File: src/rtl/ram_sp_arbiter_if.sv
// ram_sp_arbiter_if: requester command/response bundle plus the RAM pins owned by ram_sp_arbiter.
interface ram_sp_arbiter_if #(
  parameter int DATA_WIDTH = 8,
  parameter int ADDR_WIDTH = 8,
  parameter int NUM_REQ    = 4
);
  logic [NUM_REQ-1:0]            req_valid;
  logic [NUM_REQ-1:0]            req_ready;
  logic [NUM_REQ-1:0]            req_we;
  logic [NUM_REQ*ADDR_WIDTH-1:0] req_addr;
  logic [NUM_REQ*DATA_WIDTH-1:0] req_wdata;
  logic [NUM_REQ-1:0]            rsp_valid;
  logic [DATA_WIDTH-1:0]         rsp_rdata;
  logic [ADDR_WIDTH-1:0]         ram_addr;
  logic                          ram_cs;
  logic                          ram_oe;
  logic                          ram_we;
  logic [DATA_WIDTH-1:0]         ram_wdata;
  logic                          ram_wdata_en;
  logic [DATA_WIDTH-1:0]         ram_rdata;
  logic                          busy;
  modport slave (
    input  req_valid, req_we, req_addr, req_wdata, ram_rdata,
    output req_ready, rsp_valid, rsp_rdata, ram_addr, ram_cs, ram_oe, ram_we,
           ram_wdata, ram_wdata_en, busy
  );
  modport master (
    output req_valid, req_we, req_addr, req_wdata, ram_rdata,
    input  req_ready, rsp_valid, rsp_rdata, ram_addr, ram_cs, ram_oe, ram_we,
           ram_wdata, ram_wdata_en, busy
  );
endinterface

File: src/rtl/ram_sp_arbiter.sv
// ram_sp_arbiter: round-robin sharing of one async-read/sync-write single-port RAM,
// one command per IDLE/RESP -> ACCESS -> RESP sequence.
module ram_sp_arbiter #(
  parameter int DATA_WIDTH = 8,
  parameter int ADDR_WIDTH = 8,
  parameter int NUM_REQ    = 4
) (
  input logic             clk,
  input logic             rst_n,
  ram_sp_arbiter_if.slave bus
);
  localparam int PW = $clog2(NUM_REQ);
  typedef enum logic [1:0] {IDLE, ACCESS, RESP} state_t;
  state_t                  state_q, state_d;
  logic [PW-1:0]           ptr_q, ptr_d, cmd_id_q, cmd_id_d, g;
  logic [ADDR_WIDTH-1:0]   cmd_addr_q, cmd_addr_d;
  logic [DATA_WIDTH-1:0]   cmd_wdata_q, cmd_wdata_d, rdata_q, rdata_d;
  logic                    cmd_we_q, cmd_we_d;
  logic                    cs_q, cs_d, oe_q, oe_d, we_q, we_d;
  logic [NUM_REQ-1:0]      rsp_q, rsp_d;
  logic                    found, grant;
  logic [PW:0]             sum;
  logic [PW-1:0]           idx;
  logic [ADDR_WIDTH-1:0]   addr_a  [NUM_REQ];
  logic [DATA_WIDTH-1:0]   wdata_a [NUM_REQ];
  for (genvar i = 0; i < NUM_REQ; i++) begin : g_unpack
    assign addr_a[i]  = bus.req_addr[i*ADDR_WIDTH +: ADDR_WIDTH];
    assign wdata_a[i] = bus.req_wdata[i*DATA_WIDTH +: DATA_WIDTH];
  end
  always_ff @(posedge clk or negedge rst_n) begin
    if (!rst_n) begin
      state_q     <= IDLE;
      ptr_q       <= '0;
      cmd_id_q    <= '0;
      cmd_addr_q  <= '0;
      cmd_wdata_q <= '0;
      cmd_we_q    <= 1'b0;
      rdata_q     <= '0;
      cs_q        <= 1'b0;
      oe_q        <= 1'b0;
      we_q        <= 1'b0;
      rsp_q       <= '0;
    end else begin
      state_q     <= state_d;
      ptr_q       <= ptr_d;
      cmd_id_q    <= cmd_id_d;
      cmd_addr_q  <= cmd_addr_d;
      cmd_wdata_q <= cmd_wdata_d;
      cmd_we_q    <= cmd_we_d;
      rdata_q     <= rdata_d;
      cs_q        <= cs_d;
      oe_q        <= oe_d;
      we_q        <= we_d;
      rsp_q       <= rsp_d;
    end
  end
  // first valid requester at or after ptr, wrapping at NUM_REQ
  always_comb begin
    g     = ptr_q;
    found = 1'b0;
    sum   = '0;
    idx   = '0;
    for (int k = 0; k < NUM_REQ; k++) begin
      sum = {1'b0, ptr_q} + (PW+1)'(k);
      idx = sum >= (PW+1)'(NUM_REQ) ? PW'(sum - (PW+1)'(NUM_REQ)) : PW'(sum);
      if (!found && bus.req_valid[idx]) begin
        g     = idx;
        found = 1'b1;
      end
    end
    grant = found && state_q != ACCESS;
  end
  always_comb begin
    state_d     = state_q == ACCESS ? RESP : (grant ? ACCESS : IDLE);
    ptr_d       = grant ? (g == PW'(NUM_REQ - 1) ? '0 : g + 1'b1) : ptr_q;
    cmd_id_d    = grant ? g : cmd_id_q;
    cmd_addr_d  = grant ? addr_a[g] : cmd_addr_q;
    cmd_wdata_d = grant ? wdata_a[g] : cmd_wdata_q;
    cmd_we_d    = grant ? bus.req_we[g] : cmd_we_q;
    rdata_d     = state_q == ACCESS && !cmd_we_q ? bus.ram_rdata : rdata_q;
  end
  // RAM strobes are computed one cycle ahead so they leave flops cleanly
  always_comb begin
    cs_d          = grant;
    oe_d          = grant && !bus.req_we[g];
    we_d          = grant && bus.req_we[g];
    rsp_d         = state_q == ACCESS ? NUM_REQ'(1) << cmd_id_q : '0;
    bus.req_ready = grant ? NUM_REQ'(1) << g : '0;
  end
  assign bus.rsp_valid    = rsp_q;
  assign bus.rsp_rdata    = rdata_q;
  assign bus.ram_addr     = cmd_addr_q;
  assign bus.ram_wdata    = cmd_wdata_q;
  assign bus.ram_cs       = cs_q;
  assign bus.ram_oe       = oe_q;
  assign bus.ram_we       = we_q;
  assign bus.ram_wdata_en = we_q;
  assign bus.busy         = state_q == ACCESS;
endmodule
File: src/flat_wrapper.sv
// flat-port wrapper written by rule: the top's interface ports become plain ports
module ram_sp_arbiter_flat 
#(
  parameter int DATA_WIDTH = 8,
  parameter int ADDR_WIDTH = 8,
  parameter int NUM_REQ    = 4
)
  (clk, rst_n, bus_req_valid, bus_req_we, bus_req_addr, bus_req_wdata, bus_ram_rdata, bus_req_ready, bus_rsp_valid, bus_rsp_rdata, bus_ram_addr, bus_ram_cs, bus_ram_oe, bus_ram_we, bus_ram_wdata, bus_ram_wdata_en, bus_busy);
  ram_sp_arbiter_if #(.DATA_WIDTH(DATA_WIDTH), .ADDR_WIDTH(ADDR_WIDTH), .NUM_REQ(NUM_REQ)) bus_i ();
  input logic clk;
  input logic rst_n;
  input wire logic [$bits(bus_i.req_valid)-1:0] bus_req_valid;
  input wire logic [$bits(bus_i.req_we)-1:0] bus_req_we;
  input wire logic [$bits(bus_i.req_addr)-1:0] bus_req_addr;
  input wire logic [$bits(bus_i.req_wdata)-1:0] bus_req_wdata;
  input wire logic [$bits(bus_i.ram_rdata)-1:0] bus_ram_rdata;
  output wire logic [$bits(bus_i.req_ready)-1:0] bus_req_ready;
  output wire logic [$bits(bus_i.rsp_valid)-1:0] bus_rsp_valid;
  output wire logic [$bits(bus_i.rsp_rdata)-1:0] bus_rsp_rdata;
  output wire logic [$bits(bus_i.ram_addr)-1:0] bus_ram_addr;
  output wire logic [$bits(bus_i.ram_cs)-1:0] bus_ram_cs;
  output wire logic [$bits(bus_i.ram_oe)-1:0] bus_ram_oe;
  output wire logic [$bits(bus_i.ram_we)-1:0] bus_ram_we;
  output wire logic [$bits(bus_i.ram_wdata)-1:0] bus_ram_wdata;
  output wire logic [$bits(bus_i.ram_wdata_en)-1:0] bus_ram_wdata_en;
  output wire logic [$bits(bus_i.busy)-1:0] bus_busy;
  assign bus_i.req_valid = bus_req_valid;
  assign bus_i.req_we = bus_req_we;
  assign bus_i.req_addr = bus_req_addr;
  assign bus_i.req_wdata = bus_req_wdata;
  assign bus_i.ram_rdata = bus_ram_rdata;
  assign bus_req_ready = bus_i.req_ready;
  assign bus_rsp_valid = bus_i.rsp_valid;
  assign bus_rsp_rdata = bus_i.rsp_rdata;
  assign bus_ram_addr = bus_i.ram_addr;
  assign bus_ram_cs = bus_i.ram_cs;
  assign bus_ram_oe = bus_i.ram_oe;
  assign bus_ram_we = bus_i.ram_we;
  assign bus_ram_wdata = bus_i.ram_wdata;
  assign bus_ram_wdata_en = bus_i.ram_wdata_en;
  assign bus_busy = bus_i.busy;
  ram_sp_arbiter #(.DATA_WIDTH(DATA_WIDTH), .ADDR_WIDTH(ADDR_WIDTH), .NUM_REQ(NUM_REQ)) u_core (.clk(clk), .rst_n(rst_n), .bus(bus_i));
endmodule
File: config.mk
export PLATFORM = sky130hd
export DESIGN_NAME = ram_sp_arbiter_flat
export DESIGN_NICKNAME = d
export VERILOG_FILES = /design/src/rtl/ram_sp_arbiter_if.sv /design/src/rtl/ram_sp_arbiter.sv /design/src/flat_wrapper.sv
export SDC_FILE = /design/constraint.sdc
export NUM_CORES = 1
export LEC_CHECK = 0
export ABC_AREA = 1
export CORE_UTILIZATION = 38
export DETAILED_ROUTE_END_ITERATION = 7
export PLACE_DENSITY = 0.87
export SYNTH_ARGS = -nofsm -noshare
export SYNTH_HDL_FRONTEND = slang
export SYNTH_SLANG_ARGS = --single-unit
File: constraint.sdc
create_clock -name clk -period 2.2 [get_ports clk]
set_input_delay 0.44 -clock clk [delete_from_list [all_inputs] [get_ports clk]]
set_output_delay 0.44 -clock clk [all_outputs]
set_load 0.005 [all_outputs]
==> results of run 1 <==
-- per-stage QoR --
| step | hold WS [ps] | setup WS, ps | TNS, ps | area (um2) | total power [mW] |
|---|---|---|---|---|---|
| floorplan | 144 | 14.1 | 0 | 2690 | 4.24 |
| global placement | 412 | -748 | -9760 | 3980 | 5.53 |
| detailed placement | 447 | -789 | -10850 | 3980 | 5.64 |
| CTS | 270 | -375 | -3940 | 4240 | 6.61 |
| global route | 296 | -600 | -7990 | 4590 | 8.21 |
| finish | 237 | -485 | -4570 | 4590 | 7.67 |
-- flip-flops by register name, indices dropped and copies added, names as in the netlist --
name and count:
u_core.cmd_we_q 1, u_core.bus.ram_addr 8, u_core.state_q 1, u_core.bus.ram_cs 1
u_core.bus.rsp_rdata 8, u_core.bus.ram_wdata 8, u_core.bus.rsp_valid 4, u_core.bus.ram_oe 1
u_core.cmd_id_q 2, u_core.ptr_q 2, u_core.bus.ram_wdata_en 1
-- layer usage --
layer  vias to the layer above  track usage [%]  part of all wire, %
li1                       1461                -                    -
met1                      1438             25.8                   39
met2                       136             40.0                   53
met3                        23             2.89                  4.5
met4                         0             8.33                  3.1
met5                         -                0                    0
-- how the worst min path moves through the flow --
| stage | from | endpoint | slack (ps) |
|---|---|---|---|
| 3_5_place_dp | u_core.cmd_id_q[1]$_DFFE_PN0P_ | u_core.bus.rsp_valid[0]$_DFF_PN0_ | 450 |
| 5_1_grt | rst_n | u_core.cmd_id_q[1]$_DFFE_PN0P_ | 300 |
| 3_3_place_gp | u_core.state_q[1]$_DFF_PN0_ | u_core.state_q[1]$_DFF_PN0_ | 410 |
| 4_1_cts | rst_n | u_core.state_q[1]$_DFF_PN0_ | 270 |
| 6_report | rst_n | u_core.bus.rsp_valid[3]$_DFF_PN0_ | 240 |
| 2_1_floorplan | rst_n | u_core.bus.ram_addr[0]$_DFFE_PN0P_ | 140 |
-- cell type report --
class | count | area share (%)
clock inverters | 3 | 0.382
repair buffers | 165 | 35.1
flip-flops and latches | 37 | 20.2
inverters | 18 | 1.85
multi-input cells | 295 | 38.3
well taps | 96 | 2.62
clock buffers | 5 | 1.50
-- kinds of logic (layout without fill, tap and decap cells) --
group / after synthesis / in the layout / share of synthesized area [%]
AOI/OAI and AO/OA: 6 / 6 / 1.77
adders and majority gates: 4 / 4 / 1.87
buffers and inverters: 37 / 191 / 9.28
DFF: 37 / 37 / 34.5
muxes: 8 / 8 / 3.36
and+or+nand+nor: 277 / 277 / 49.2
-- report_power, final --
part           switching (mW)  leakage (nW)  internal (mW)
Combinational            3.26          1.79           2.76
Clock                   0.250        0.0439          0.219
Sequential              0.195         0.453          0.987
-- cells in the final DEF (no fill, tap or decap), drive strengths merged, types with 7 or more instances in the layout --
| cell type | synthesis | layout |
|---|---|---|
| buf | 18 | 50 |
| clkbuf | 1 | 7 |
| clkdlybuf4s50 | 0 | 109 |
| dfrtp | 37 | 37 |
| inv | 18 | 18 |
| mux2 | 8 | 8 |
| nand2 | 215 | 215 |
| nand3 | 46 | 46 |
| nor2 | 9 | 9 |
-- repair_timing --
item,CTS,global route
setup endpoints to repair,21,28
gates resized for setup,45,61
buffers inserted,15,9
hold buffers,0,0
pin swaps,19,28
cloned,1,3
==> metrics.md, run 1 <==
| Metric | Value |
|---|---|
| Crit. path cell count | `16` |
| Startpoint types | `register` |
| Slowest stage delay, CP | `450 ps` |
| Actual slew at the worst max-slew pin | `818 ps` |
| First-pass GRT wire length | `12.7 mm` |
| FP Rows | `30` |
| Fin cells | `about 620` |
| Critical Path, Cell by Cell | `inv_2 -> buf_12 -> nand2_4 -> nand2_4 -> nand2_2 -> nand2_4 -> nand3_4 -> nand2_2 -> nand2_2 -> buf_4 -> nand3_2 -> nand2_4 -> ha_2 -> inv_1 -> nor2_1 -> buf_2` |
| Net count reported at finish | `608` |
| Placed insts | `586` |
| Slew Limit Fails | `0` |
| MaxCap Viol Count | `0` |
| Port Buffers | `118` |
| Top-count cell post-synth | `nand2_1` |
| Top-Level Pins | `119` |
| Final Hold Fails | `0` |
| Vias in the first global route | `2748` |
| Area grow syn2layout | `71.1%` |
| HP Class | `input port to async pin` |
| Slowest CP cell | `dfrtp_1` |
| Most used cell, CP | `nand2_4` |
| TritonCTS Buffers | `5` |
| Initial drt markers | `129` |
| CP Data Arrival Time | `roughly 2200 ps` |
| Routed WL | `9.11 mm` |
| Ant diodes | `0` |
| Number of remaining DRC errors | `0` |
| Core ar. | `0.00679 mm2` |
| Post-route clock period utilization | `122%` |
| Failing checks | `setup timing` |
| EDFF count, synth | `0` |
| Clock sink count | `37` |
| Avg WL per Cell | `14.7 um` |
| Pre-antenna DRT Iters | `4` |
| Dominant cell type by area after synthesis | `dfrtp_1` |
| GR Util All Layers | `21.9%` |
| Final setup viols | `27` |
| Pwr Density | `between 1500 and 2000 mW/mm2` |
| Layout Skew | `12.8 ps` |
| Pleak | `approximately 2.3 nW` |
| Worst slew margin | `a little under half` |
| Fin worst setup slack | `-485 ps` |
| Initial core utilization | `between 30% and 40%` |
| FILL cells | `527` |
| Avg Cell Area, Syn | `around 7.3 um2` |
| Clk root buf | `clkbuf_8` |
| Top FF cell, synth | `dfrtp_1` |
| Worst vdd ir | `approximately 1 mV` |
| Vias | `approximately 3100` |
| Register Area | `927 um2` |
| Worst setup path start | `u_core.ptr_q[0]$_DFFE_PN0P_` |
| DIE AREA | `0.00740 mm2` |
| CTS tree | `built` |
| Crit Path Max Fanout | `8` |
| H-tree depth | `2` |
| Layout cells sized above 1 | `between 30 and 40%` |
| Cell Area, Synth | `between 0.002 and 0.003 mm2` |
| Synth Register Bits | `37` |
| Number of library cell types mapped by synthesis | `26` |
| Final min period | `2680 ps` |
| RSZ-0062 raised after global routing | `yes` |
| Register area share after synthesis | `34.5%` |
| Area taken by multi-input logic gates | `0.00176 mm2` |
| Worst setup endpoint | `bus_req_ready[0]` |
| Vias per std cell | `4.94` |
| Commonest cells post-synth | `198 x nand2_1, 37 x dfrtp_1, 23 x nand3_1, 23 x nand3_2` |
| Buf+Inv Stages, Crit Path | `5` |
| Reg2reg path depth | `19` |
| Die width | `86.0 um` |
| Initial antenna violation count | `0` |
| Top cell family by delay on the critical path | `simple AND/OR/NAND/NOR gates` |
| Hpwl dp | `5.69 mm` |
| Most area-consuming cells after synthesis | `dfrtp_1 35%, nand2_1 28%, nand3_2 8.6%` |
| Largest net degree at the start of global routing | `38` |
| Synth top area share | `34.5%` |
| Fin util | `67.6%` |
| Die Ht | `about 86 um` |
| Max Fclk | `between 0.3 and 0.4 GHz` |
| CTS Buffer Depth | `2` |
| Global route overflow | `0` |
| Yosys Warn Count | `0` |
| Crit. End Element | `output port` |
| Worst r2r src | `u_core.ptr_q[0]$_DFFE_PN0P_` |
| Data required time of the critical path | `1760 ps` |
| Reg clk slew, reported paths | `roughly 80 ps` |
| Mapped Nets | `455` |
| Setup slack, reg-to-reg | `-180 ps` |
| Worst R2R End | `u_core.bus.ram_addr[0]$_DFFE_PN0P_` |
| Outcome | `finished, violations left` |
| Setup Crit Path Kind | `register to output port` |
| ANT nets after route | `0` |
| Share of synthesized registers carrying an async set or reset | `100%` |
| Mapped Cells | `369` |
| Clock Latency Late Sink | `290 ps` |
| GP Congestion | `slightly above 0.9` |
No activity file was read; power rests on OpenSTA's default activity.
==> run 2: changes to the inputs <==
- CORE_UTILIZATION: 38 -> 39
- CTS_BUF_LIST: unset -> sky130_fd_sc_hd__clkbuf_4
- CTS_CLUSTER_SIZE: unset -> 28
- PLACE_DENSITY: 0.87 -> 0.88
==> run 2 against run 1 <==
The flow finishes with violations (DRC, setup timing). First-iteration DRC count fell by 12%. Die area fell by 2.5%. Register-to-register slack better by 60 ps. Via count fell by 4.2%. Critical endpoint is now bus_req_ready[1]. Largest power group unchanged.
==> metrics.md, run 2 (synthesis gave the netlist of run 1 again) <==
| Metric | Value |
|---|---|
| Clock sink count | `37 (unchanged)` |
| Area after DPL | `0.00397 mm2 (was 0.00398 mm2)` |
| MaxCap Viol Count | `0 (unchanged)` |
| Vias per std cell | `4.92 (was 4.94)` |
| Max Fclk | `0.372 GHz (about the same)` |
| CTS tree | `built (unchanged)` |
| Die width | `84.9 um (was 86.0 um)` |
| H-tree depth | `2 (unchanged)` |
| Pleak | `2.20 nW (was 2.28 nW)` |
| DIE AREA | `0.00721 mm2 (was 0.00740 mm2)` |
| Port Buffers | `118 (unchanged)` |
| Final setup viols | `25 (was 27)` |
| Crit Path Max Fanout | `8 (unchanged)` |
| Layout Skew | `3.27 ps (was 12.8 ps)` |
| CP Data Arrival Time | `2250 ps (was 2240 ps)` |
| Vias | `2929 (was 3058)` |
| GR Util All Layers | `22.9% (was 21.9%)` |
| TritonCTS Buffers | `5 (unchanged)` |
| Setup Slack @ Placement | `-838 ps (was -789 ps)` |
| HP Class | `input port to async pin (unchanged)` |
| Top-Level Pins | `119 (unchanged)` |
| Clk root buf | `clkbuf_4 (was clkbuf_8)` |
| Register Area | `928 um2 (was 927 um2)` |
| RSZ-0062 raised after global routing | `yes (unchanged)` |
| Net count reported at finish | `603 (was 608)` |
| Number of remaining DRC errors | `11 (was 0)` |
| Clock Latency Late Sink | `330 ps (was 290 ps)` |
| Reg clk slew, reported paths | `120 ps (was 80 ps)` |
| Pwr Density | `1630 mW/mm2 (was 1670 mW/mm2)` |
| Global route overflow | `0 (unchanged)` |
| First-pass GRT wire length | `13.1 mm (was 12.7 mm)` |
| Crit. End Element | `output port (unchanged)` |
| Min Hold Slack | `179 ps (was 237 ps)` |
| Area grow syn2layout | `63.2% (was 71.1%)` |
| Fin worst setup slack | `-489 ps (was -485 ps)` |
| Sum of negative setup slack | `-3510 ps (was -4570 ps)` |
| Routed WL | `8.48 mm (was 9.11 mm)` |
| Initial antenna violation count | `0 (unchanged)` |
| Design area | `0.00438 mm2 (was 0.00459 mm2)` |
| Setup Crit Path Kind | `register to output port (unchanged)` |
| Ant diodes | `0 (unchanged)` |
| Slew Limit Fails | `0 (unchanged)` |
| Avg WL per Cell | `14.2 um (was 14.7 um)` |
| Hpwl dp | `5.99 mm (was 5.69 mm)` |
| Commonest cells after routing, fill and taps aside | `186 x nand2_1, 110 x clkdlybuf4s50_1, 35 x dfrtp_1 (was 180 x nand2_1, 109 x clkdlybuf4s50_1, 36 x dfrtp_1)` |
| CTS Buffer Depth | `2 (unchanged)` |
| Final Total Pwr | `7.16 mW (was 7.67 mW)` |
| Final min period | `2690 ps (was 2680 ps)` |
| Initial drt markers | `113 (was 129)` |
| Post-route clock period utilization | `122% (about the same)` |
| Commonest non-fill, non-tap cell in the layout | `nand2_1 (unchanged)` |
| Area taken by multi-input logic gates | `0.00166 mm2 (was 0.00176 mm2)` |
| Startpoint types | `register (unchanged)` |
| Actual slew at the worst max-slew pin | `796 ps (was 818 ps)` |
| FP Rows | `29 (was 30)` |
| Final Hold Fails | `0 (unchanged)` |
| Worst slew margin | `46.9% (was 45.5%)` |
| Layout cells sized above 1 | `27.2% (was 30.2%)` |
| Data required time of the critical path | `1760 ps (about the same)` |
| Vias in the first global route | `2904 (was 2748)` |
| Failing checks | `DRC, setup timing (was setup timing)` |
| Initial core utilization | `41.3% (was 39.5%)` |
| FILL cells | `509 (was 527)` |
| GP Congestion | `0.894 (was 0.920)` |
| Core ar. | `0.00649 mm2 (was 0.00679 mm2)` |
| Pre-antenna DRT Iters | `8 (was 4)` |
| Largest net degree at the start of global routing | `38 (unchanged)` |
| Outcome | `finished, violations left (unchanged)` |
| ANT nets after route | `0 (unchanged)` |
| Worst vdd ir | `1.02 mV (was 1.01 mV)` |
| Cts hold-fix bufs | `0 (unchanged)` |
| Die Ht | `84.9 um (was 86.0 um)` |
run 2: cell count changes in the layout (fill, tap and decap cells not counted), moves of 3 or more:
cell	before	now
buf_4	31	34
buf_6	10	5
clkbuf_4	0	5
nand2_4	18	11
nand2_1	180	186
clkbuf_8	5	0
nand3_1	16	19
run 2: routing by layer:
metal | wire [um] | share of wire, % | vias to the layer above | track usage (%)
met1 | 3300 | 39 | 1360 | 25.5
li1 | - | - | 1446 | -
met2 | 4580 | 54 | 109 | 44.6
met4 | 159 | 1.9 | 0 | 7.70
met3 | 441 | 5.2 | 14 | 2.92
met5 | 0 | 0 | - | 0
run 2: worst paths after layout:
check | start | end | slack, ps | cells after the start
max | u_core.ptr_q[0]$_DFFE_PN0P_ | bus_req_ready[1] | -490 | 17
min | rst_n | u_core.cmd_id_q[1]$_DFFE_PN0P_ | 180 | 1
max reg2reg | u_core.ptr_q[0]$_DFFE_PN0P_ | u_core.ptr_q[1]$_DFFE_PN0P_ | -120 | 16
min reg2reg | u_core.state_q[1]$_DFF_PN0_ | u_core.state_q[1]$_DFF_PN0_ | 450 | 1
max in group asynchronous | rst_n | u_core.ptr_q[0]$_DFFE_PN0P_ | 1470 | 1
min in group clk | u_core.state_q[1]$_DFF_PN0_ | u_core.state_q[1]$_DFF_PN0_ | 450 | 1
run 2: critical path, stage by stage, from the launching register on:
cell and delay (ps):
dfrtp_2 470, inv_4 100, buf_12 130, nand2_4 40, nand2_2 110, nand2_4 60
nand2_4 80, nand2_2 70, nand2_2 80, nand2_2 70, nand2_4 80, nand2_4 60
buf_6 120, inv_6 60, ha_4 130, inv_2 30, nor2_2 80, buf_2 130
run 2: timing repair:
item | 4_1_cts | 5_1_grt
endpoints found under the hold margin | 0 | 0
setup buffers | 8 | 8
pin swaps | 18 | 11
gates resized for setup | 46 | 30
setup endpoints to repair | 22 | 28
gates cloned | 1 | 1
run 2: through the flow:
stage,cells,util [%]
2_1_floorplan,369,-
3_3_place_gp,569,61.1
3_5_place_dp,569,61.1
4_1_cts,586,64.5
5_1_grt,595,67.4
6_report,595,67.4
run 2: layout make-up:
type,count,area share (%)
multi-input cells,295,37.9
repair buffers,160,35.0
flip-flops and latches,37,21.2
well taps,77,2.20
inverters,18,1.89
clock inverters,3,0.943
clock buffers,5,0.857
run 2: where the power goes:
part	internal (mW)	switching, mW	leakage, nW
registers	0.987	0.207	0.451
clock network	0.235	0.231	0.0389
logic	2.53	2.96	1.71
total	3.76	3.40	2.20
